**config.mk**
```make
export PLATFORM = sky130hd
export DESIGN_NAME = cmsdk_ahb_cmd_master
export DESIGN_NICKNAME = d
export VERILOG_FILES = /design/src/rtl/cmsdk_ahb_cmd_master.sv
export SDC_FILE = /design/constraint.sdc
export NUM_CORES = 1
export LEC_CHECK = 0
export ABC_AREA = 0
export ABC_CLOCK_PERIOD_IN_PS = 1650
export BUFFER_PORTS_ARGS = -buffer_cell sky130_fd_sc_hd__buf_2
export CORE_UTILIZATION = 48
export CTS_CLUSTER_SIZE = 16
export DETAILED_ROUTE_END_ITERATION = 10
export GPL_ROUTABILITY_DRIVEN = 0
export PLACE_DENSITY = 0.79
export SYNTH_ARGS = -nofsm -noshare
export SYNTH_HDL_FRONTEND = slang
export SYNTH_SLANG_ARGS = --single-unit
```
**constraint.sdc**
```tcl
create_clock -name HCLK -period 1.65 [get_ports HCLK]
set_input_delay 0.2475 -clock HCLK [delete_from_list [all_inputs] [get_ports HCLK]]
set_output_delay 0.2475 -clock HCLK [all_outputs]
set_load 0.03 [all_outputs]
```
**src/rtl/cmsdk_ahb_cmd_master.sv**
```systemverilog
// AHB-Lite initiator: turns a valid/ready command stream into pipelined SINGLE
// transfers and returns one in-order response (read data, error) per command.
module cmsdk_ahb_cmd_master #(
  parameter int          AW        = 32,
  parameter int          DW        = 32,
  parameter logic [3:0]  HPROT_VAL = 4'b0011
) (
  input  logic          HCLK,
  input  logic          HRESETn,
  input  logic          cmd_valid_i,
  output logic          cmd_ready_o,
  input  logic          cmd_write_i,
  input  logic [AW-1:0] cmd_addr_i,
  input  logic [2:0]    cmd_size_i,
  input  logic [DW-1:0] cmd_wdata_i,
  output logic          rsp_valid_o,
  output logic          rsp_write_o,
  output logic          rsp_err_o,
  output logic [DW-1:0] rsp_rdata_o,
  output logic [AW-1:0] HADDR_o,
  output logic [1:0]    HTRANS_o,
  output logic          HWRITE_o,
  output logic [2:0]    HSIZE_o,
  output logic [2:0]    HBURST_o,
  output logic [3:0]    HPROT_o,
  output logic          HMASTLOCK_o,
  output logic [DW-1:0] HWDATA_o,
  input  logic          HREADY_i,
  input  logic          HRESP_i,
  input  logic [DW-1:0] HRDATA_i
);

  localparam logic [1:0] TRANS_IDLE   = 2'b00;
  localparam logic [1:0] TRANS_NONSEQ = 2'b10;

  logic          a_valid_q, a_cancel_q, a_write_q;
  logic [AW-1:0] a_addr_q;
  logic [2:0]    a_size_q;
  logic [DW-1:0] a_wdata_q;
  logic          d_valid_q, d_write_q;
  logic [DW-1:0] d_wdata_q;
  logic          rsp_valid_q, rsp_write_q, rsp_err_q;
  logic [DW-1:0] rsp_rdata_q;

  logic          advance;
  logic          accept;

  assign advance     = HREADY_i & ~a_cancel_q;
  assign cmd_ready_o = advance;
  assign accept      = advance & cmd_valid_i;

  // Address phase; a_cancel masks the pending command for the second ERROR cycle
  always_ff @(posedge HCLK or negedge HRESETn) begin
    if (!HRESETn) begin
      a_valid_q  <= 1'b0;
      a_cancel_q <= 1'b0;
      a_write_q  <= 1'b0;
      a_addr_q   <= '0;
      a_size_q   <= '0;
      a_wdata_q  <= '0;
    end else if (HREADY_i) begin
      if (a_cancel_q) begin
        a_cancel_q <= 1'b0;
      end else if (accept) begin
        a_valid_q <= 1'b1;
        a_write_q <= cmd_write_i;
        a_addr_q  <= cmd_addr_i;
        a_size_q  <= cmd_size_i;
        a_wdata_q <= cmd_wdata_i;
      end else begin
        a_valid_q <= 1'b0;
      end
    end else if (d_valid_q && HRESP_i) begin
      a_cancel_q <= 1'b1;
    end
  end

  always_ff @(posedge HCLK or negedge HRESETn) begin
    if (!HRESETn) begin
      d_valid_q <= 1'b0;
      d_write_q <= 1'b0;
      d_wdata_q <= '0;
    end else if (HREADY_i) begin
      if (a_cancel_q) begin
        d_valid_q <= 1'b0;
      end else begin
        d_valid_q <= a_valid_q;
        d_write_q <= a_write_q;
        d_wdata_q <= a_wdata_q;
      end
    end
  end

  always_ff @(posedge HCLK or negedge HRESETn) begin
    if (!HRESETn) begin
      rsp_valid_q <= 1'b0;
      rsp_write_q <= 1'b0;
      rsp_err_q   <= 1'b0;
      rsp_rdata_q <= '0;
    end else if (d_valid_q && HREADY_i) begin
      rsp_valid_q <= 1'b1;
      rsp_write_q <= d_write_q;
      rsp_err_q   <= HRESP_i;
      rsp_rdata_q <= d_write_q ? '0 : HRDATA_i;
    end else begin
      rsp_valid_q <= 1'b0;
    end
  end

  assign HTRANS_o    = (a_valid_q & ~a_cancel_q) ? TRANS_NONSEQ : TRANS_IDLE;
  assign HADDR_o     = a_addr_q;
  assign HWRITE_o    = a_write_q;
  assign HSIZE_o     = a_size_q;
  assign HBURST_o    = 3'b000;
  assign HPROT_o     = HPROT_VAL;
  assign HMASTLOCK_o = 1'b0;
  assign HWDATA_o    = d_wdata_q;

  assign rsp_valid_o = rsp_valid_q;
  assign rsp_write_o = rsp_write_q;
  assign rsp_err_o   = rsp_err_q;
  assign rsp_rdata_o = rsp_rdata_q;

endmodule

```
After elaboration in Yosys (flattened, before gate mapping)
Cells that the tools add are included.

cells by class
  multiplexer cells = 7
  bitwise logic cells = 4
  reduce and logical (&&, ||, !) cells = 5

operator list
  operator           number
  $mux 32            1
  $mux 1             5
  $and 1x1->1        3
  $reduce_and 3->1   1
  $logic_and 1x1->1  2
  $mux 2             1
  $reduce_and 2->1   1
  $reduce_bool 2->1  1
  $not 1->1          1

storage, ports and cells
  bits in registers = 139
  bits of input ports = 105
  output and inout port bits = 114
  logic and storage cells = 29

Longest topological paths before layout
  word-level depth = 4
  depth in mapped cells = 4
  depth with buffers taken out = 2

Worst setup path before layout
No wires, ideal clock.

  path type = flip-flop to flip-flop
  from = register a_cancel_q
  to = register a_addr_q[10] (netlist: HADDR_o[10])
  library setup time = 0.125 ns
  data arrival time = 1.203 ns
  data required time = 1.525 ns
  slack = 0.322 ns
  stages on the path, launching flop included = 5
  path buffers = 2
  period minus slack after synthesis = 1.328 ns
  cells stage by stage = dfrtp_1 > nand3b_2 > buf_6 > buf_6 > mux2_4

on the way
  longest elaborated chain between the ends = 4

ends and longest elaborated chain
  item                            RTL line  RTL
  start, declared                 36        logic a_valid_q, a_cancel_q, a_write_q;
  start signal, assigned          56        a_cancel_q <= 1'b0;
  start signal, assigned          63        a_cancel_q <= 1'b0;
  start signal, assigned          74        a_cancel_q <= 1'b1;
  $not 1->1 (no line) (*)         --
  $and 1x1->1                     48        assign advance = HREADY_i & ~a_cancel_q;
  $and 1x1->1                     50        assign accept = advance & cmd_valid_i;
  $reduce_and 3->1 (no line) (*)  --
  end signal, assigned            67        a_addr_q <= cmd_addr_i;
  end, declared                   37        logic [AW-1:0] a_addr_q;

Every way passes the cells marked *; elsewhere a longest branch is shown, timed or not.
A chain may end at the register's enable or synchronous reset.

Worst setup path after layout
  from = register a_cancel_q
  to = output cmd_ready_o

on the way
  longest elaborated chain between the ends = 2

ends and longest elaborated chain
  item                 RTL line  RTL
  $not 1->1 (no line)  --
  $and 1x1->1          48
  end, declared        11        output logic cmd_ready_o,

Every way passes these cells.

==> impl_results.md <==
* Register area share after synthesis at 63.60%
* Worst EP required at 1.40 ns
* Synth Area in Adders at 0%
* Synth Cell Area at 0.005469 mm²
* CTS tree: built
* Die ar. at ~0.012 mm²
* Final critical path time including I/O delays and setup at ~1.6 ns
* Met1 wire length at around 4.3 mm
* Grt total ovfl at 0
* Hold WC Path Type: in2reg
* Xor/xnor share of the synthesized area at 0%
* CP Max Fanout at 9
* TritonCTS Buffers at 17
* Main combinational cell family by area after synthesis: multiplexers
* Setup Skew at 0.004730 ns
* Pwr Density at 1732 mW/mm²
* Fin util at 66.53%
* Drt pass-1 iters at 4
* Share of layout cells above drive strength 1 at 67.19%
* Vias at 3520
* Clk sinks at 139
* Fin crit share at a little over nine tenths
* Switching portion of total power at 35.10%
* Initial antenna violation count at 0
* Place WS at 0.2811 ns
* Worst-path clk slew at approximately 0.060 ns
* Iter 0 DRT Violations at 91
* Nets at ~670
* DR DRC count at 0
* Clk root buf: clkbuf_16
* Max-cap violations at 0
* Post-Syn Instances at 344
* Final HPWL DP at between 7 and 8 mm
* Leak at 3.663 nW
* Clock share of power at 27.8%
* Rows at 38
* Worst ir drop on vdd at 0.0009753 V
* Post-Route WL at 11.16 mm
* Antenna diodes at 0
* Skew-Pair Late Insertion Delay at 0.41 ns
* Pin count of the biggest net entering global routing at 48
* Worst path arrival time at about 1.3 ns
* Sequential share of power at 38.8%
* Met2 Wirelength at between 5 and 6 mm
* IO Count at roughly 220
* Max-slew violations at 0
* First-pass GRT wire length at 17.41 mm
* Vias per inst at 4.916
* Dominant cell type by area after synthesis: dfrtp_1
* Horiz. Die Dim at ~110 µm
* WS Path Type: reg2out
* GRT Overall Usage at 19.81%
* Input/output buffers at between 200 and 250
* Post-Synth Simple-Gate Area at 4.278%
* Register bit total from synthesis at 139
* Yosys cell types at 16
* Sw Pwr at ~4.4 mW
* Setup TNS at 0 ns
* Multiplexer share of the synthesized area at 28.62%
* Met3 wire length at 912 µm
* Area grow syn2layout at 33.61%
* Synth Area in Compound Gates at 0.2745%
* RSZ-0062 raised after global routing: false
* Antenna-violating nets left at 0
* Max clock buf depth at 2
* Final setup fails at 0
* Fin Hold WS at 0.06371 ns
* Fin. Hold Viols at 0
* Top Metal Used: met4
* Fmax at roughly 640 MHz
* Synth top area cells: dfrtp_1 (64%), mux2_2 (26%), nor2b_1 (3.8%), mux2_4 (2.5%), buf_4 (1.2%)
* Synth Warn # at 0
* Post-Syn Area per Cell at roughly 16 µm²
* Core area at 0.01098 mm²
* Status: finished clean
* Worst setup margin at 0.08587 ns
* Vias in the first global route at 3612
* CTS HTree Levels at 4
* WL per Instance at 15.58 µm
* Comb pwr share at 33.4%
* Critical path capture point type: output port
* Initial core utilization at 49.79%
* Post-synth top area share at 63.60%
* Die Ht at roughly 110 µm
* Internal power at 8.215 mW
* Startpoint Class: flip-flop
## kinds of logic (layout without fill, tap and decap cells)
kind of cell           after synthesis  in the layout
AO/OA/AOI/OAI                        2              2
buffers and inverters               28            253
flip-flops                         139            139
multiplexers                       136            136
other                                2              9
AND/OR/NAND/NOR                     37             37
## cells in the mapped netlist (all sizes together)
cell type and n:
a21bo 1, a21oi 1, buf 23, clkbuf 3, conb 2, dfrtp 139
inv 2, mux2 136, nand2 1, nand2b 1, nand3b 1, nor2 1
nor2b 33
## cell usage in the layout, fill, tap and decap left out, types with 2 or more instances in the layout
cell,instances
nor2b_1,33
clkinv_2,4
buf_2,208
clkinvlp_4,2
mux2_2,127
clkbuf_8,4
dfrtp_1,139
clkbuf_1,3
buf_12,7
inv_1,2
mux2_4,9
conb_1,9
clkbuf_16,17
buf_4,3
## worst paths after layout
check / start / end / slack [ns] / cells after the start
worst max-delay path: a_cancel_q / cmd_ready_o / 0.09 / 3
worst min-delay path: cmd_addr_i[29] / HADDR_o[29] / 0.06 / 2
worst max register to register: a_cancel_q / HADDR_o[4] / 0.29 / 3
worst min register to register: a_valid_q / a_valid_q / 0.50 / 1
max in group asynchronous: HRESETn / HWDATA_o[0] / 0.69 / 3
min in group asynchronous: HRESETn / rsp_rdata_o[5] / 0.32 / 2
## layout make-up
class                           count  area (µm²)
Fill cell                         809        3676
Sequential cell                   139        3478
Multi-Input combinational cell    184        1864
Timing Repair Buffer              220        1225
Clock buffer                       24       491.7
Tap cell                          140       175.2
Clock inverter                      7       65.06
Inverter                            2       7.507
## flip-flops by register name, summed over array words and instances, names as in the netlist
name         count
rsp_write_o      1
a_wdata_q       32
HWRITE_o         1
a_valid_q        1
rsp_valid_o      1
d_write_q        1
d_valid_q        1
HADDR_o         32
rsp_rdata_o     32
a_cancel_q       1
rsp_err_o        1
HWDATA_o        32
HSIZE_o          3
## critical path: stages, from the launching register on
cell	delay, ns
dfrtp_1	0.41
nand2b_4	0.23
inv_1	0.07
buf_2	0.19
## through the flow
stage / power [mW] / cell area, µm² / std cells
floorplan: 7.816 / 5495 / 351
global placement: 9.075 / 6735 / 684
detailed placement: 9.240 / 6735 / 684
CTS: 12.80 / 7307 / 716
global route: 13.28 / 7307 / 716
finish: 12.66 / 7307 / 716
## metal layers
layer	global-route usage, %	vias up
met1	22.04	1752
met2	33.45	146
li1	-	1601
met3	7.531	21
met4	9.363	0
met5	0	-
## power by group through the flow
stage | clock network (mW) | logic, mW | registers [mW]
floorplan | 0 | 1.27 | 6.54
global placement | 0 | 4.18 | 4.89
detailed placement | 0 | 4.27 | 4.97
CTS | 3.60 | 4.28 | 4.93
global route | 3.77 | 4.47 | 5.04
finish | 3.52 | 4.22 | 4.91
## what timing repair did
action                     4_1_cts  5_1_grt
gates resized for setup          1        0
setup buffers                    0        0
setup endpoints to repair        1        0
hold endpoints to repair        37        0
hold buffers                     1        0
Note: power is estimated with default switching activity, not from simulation.
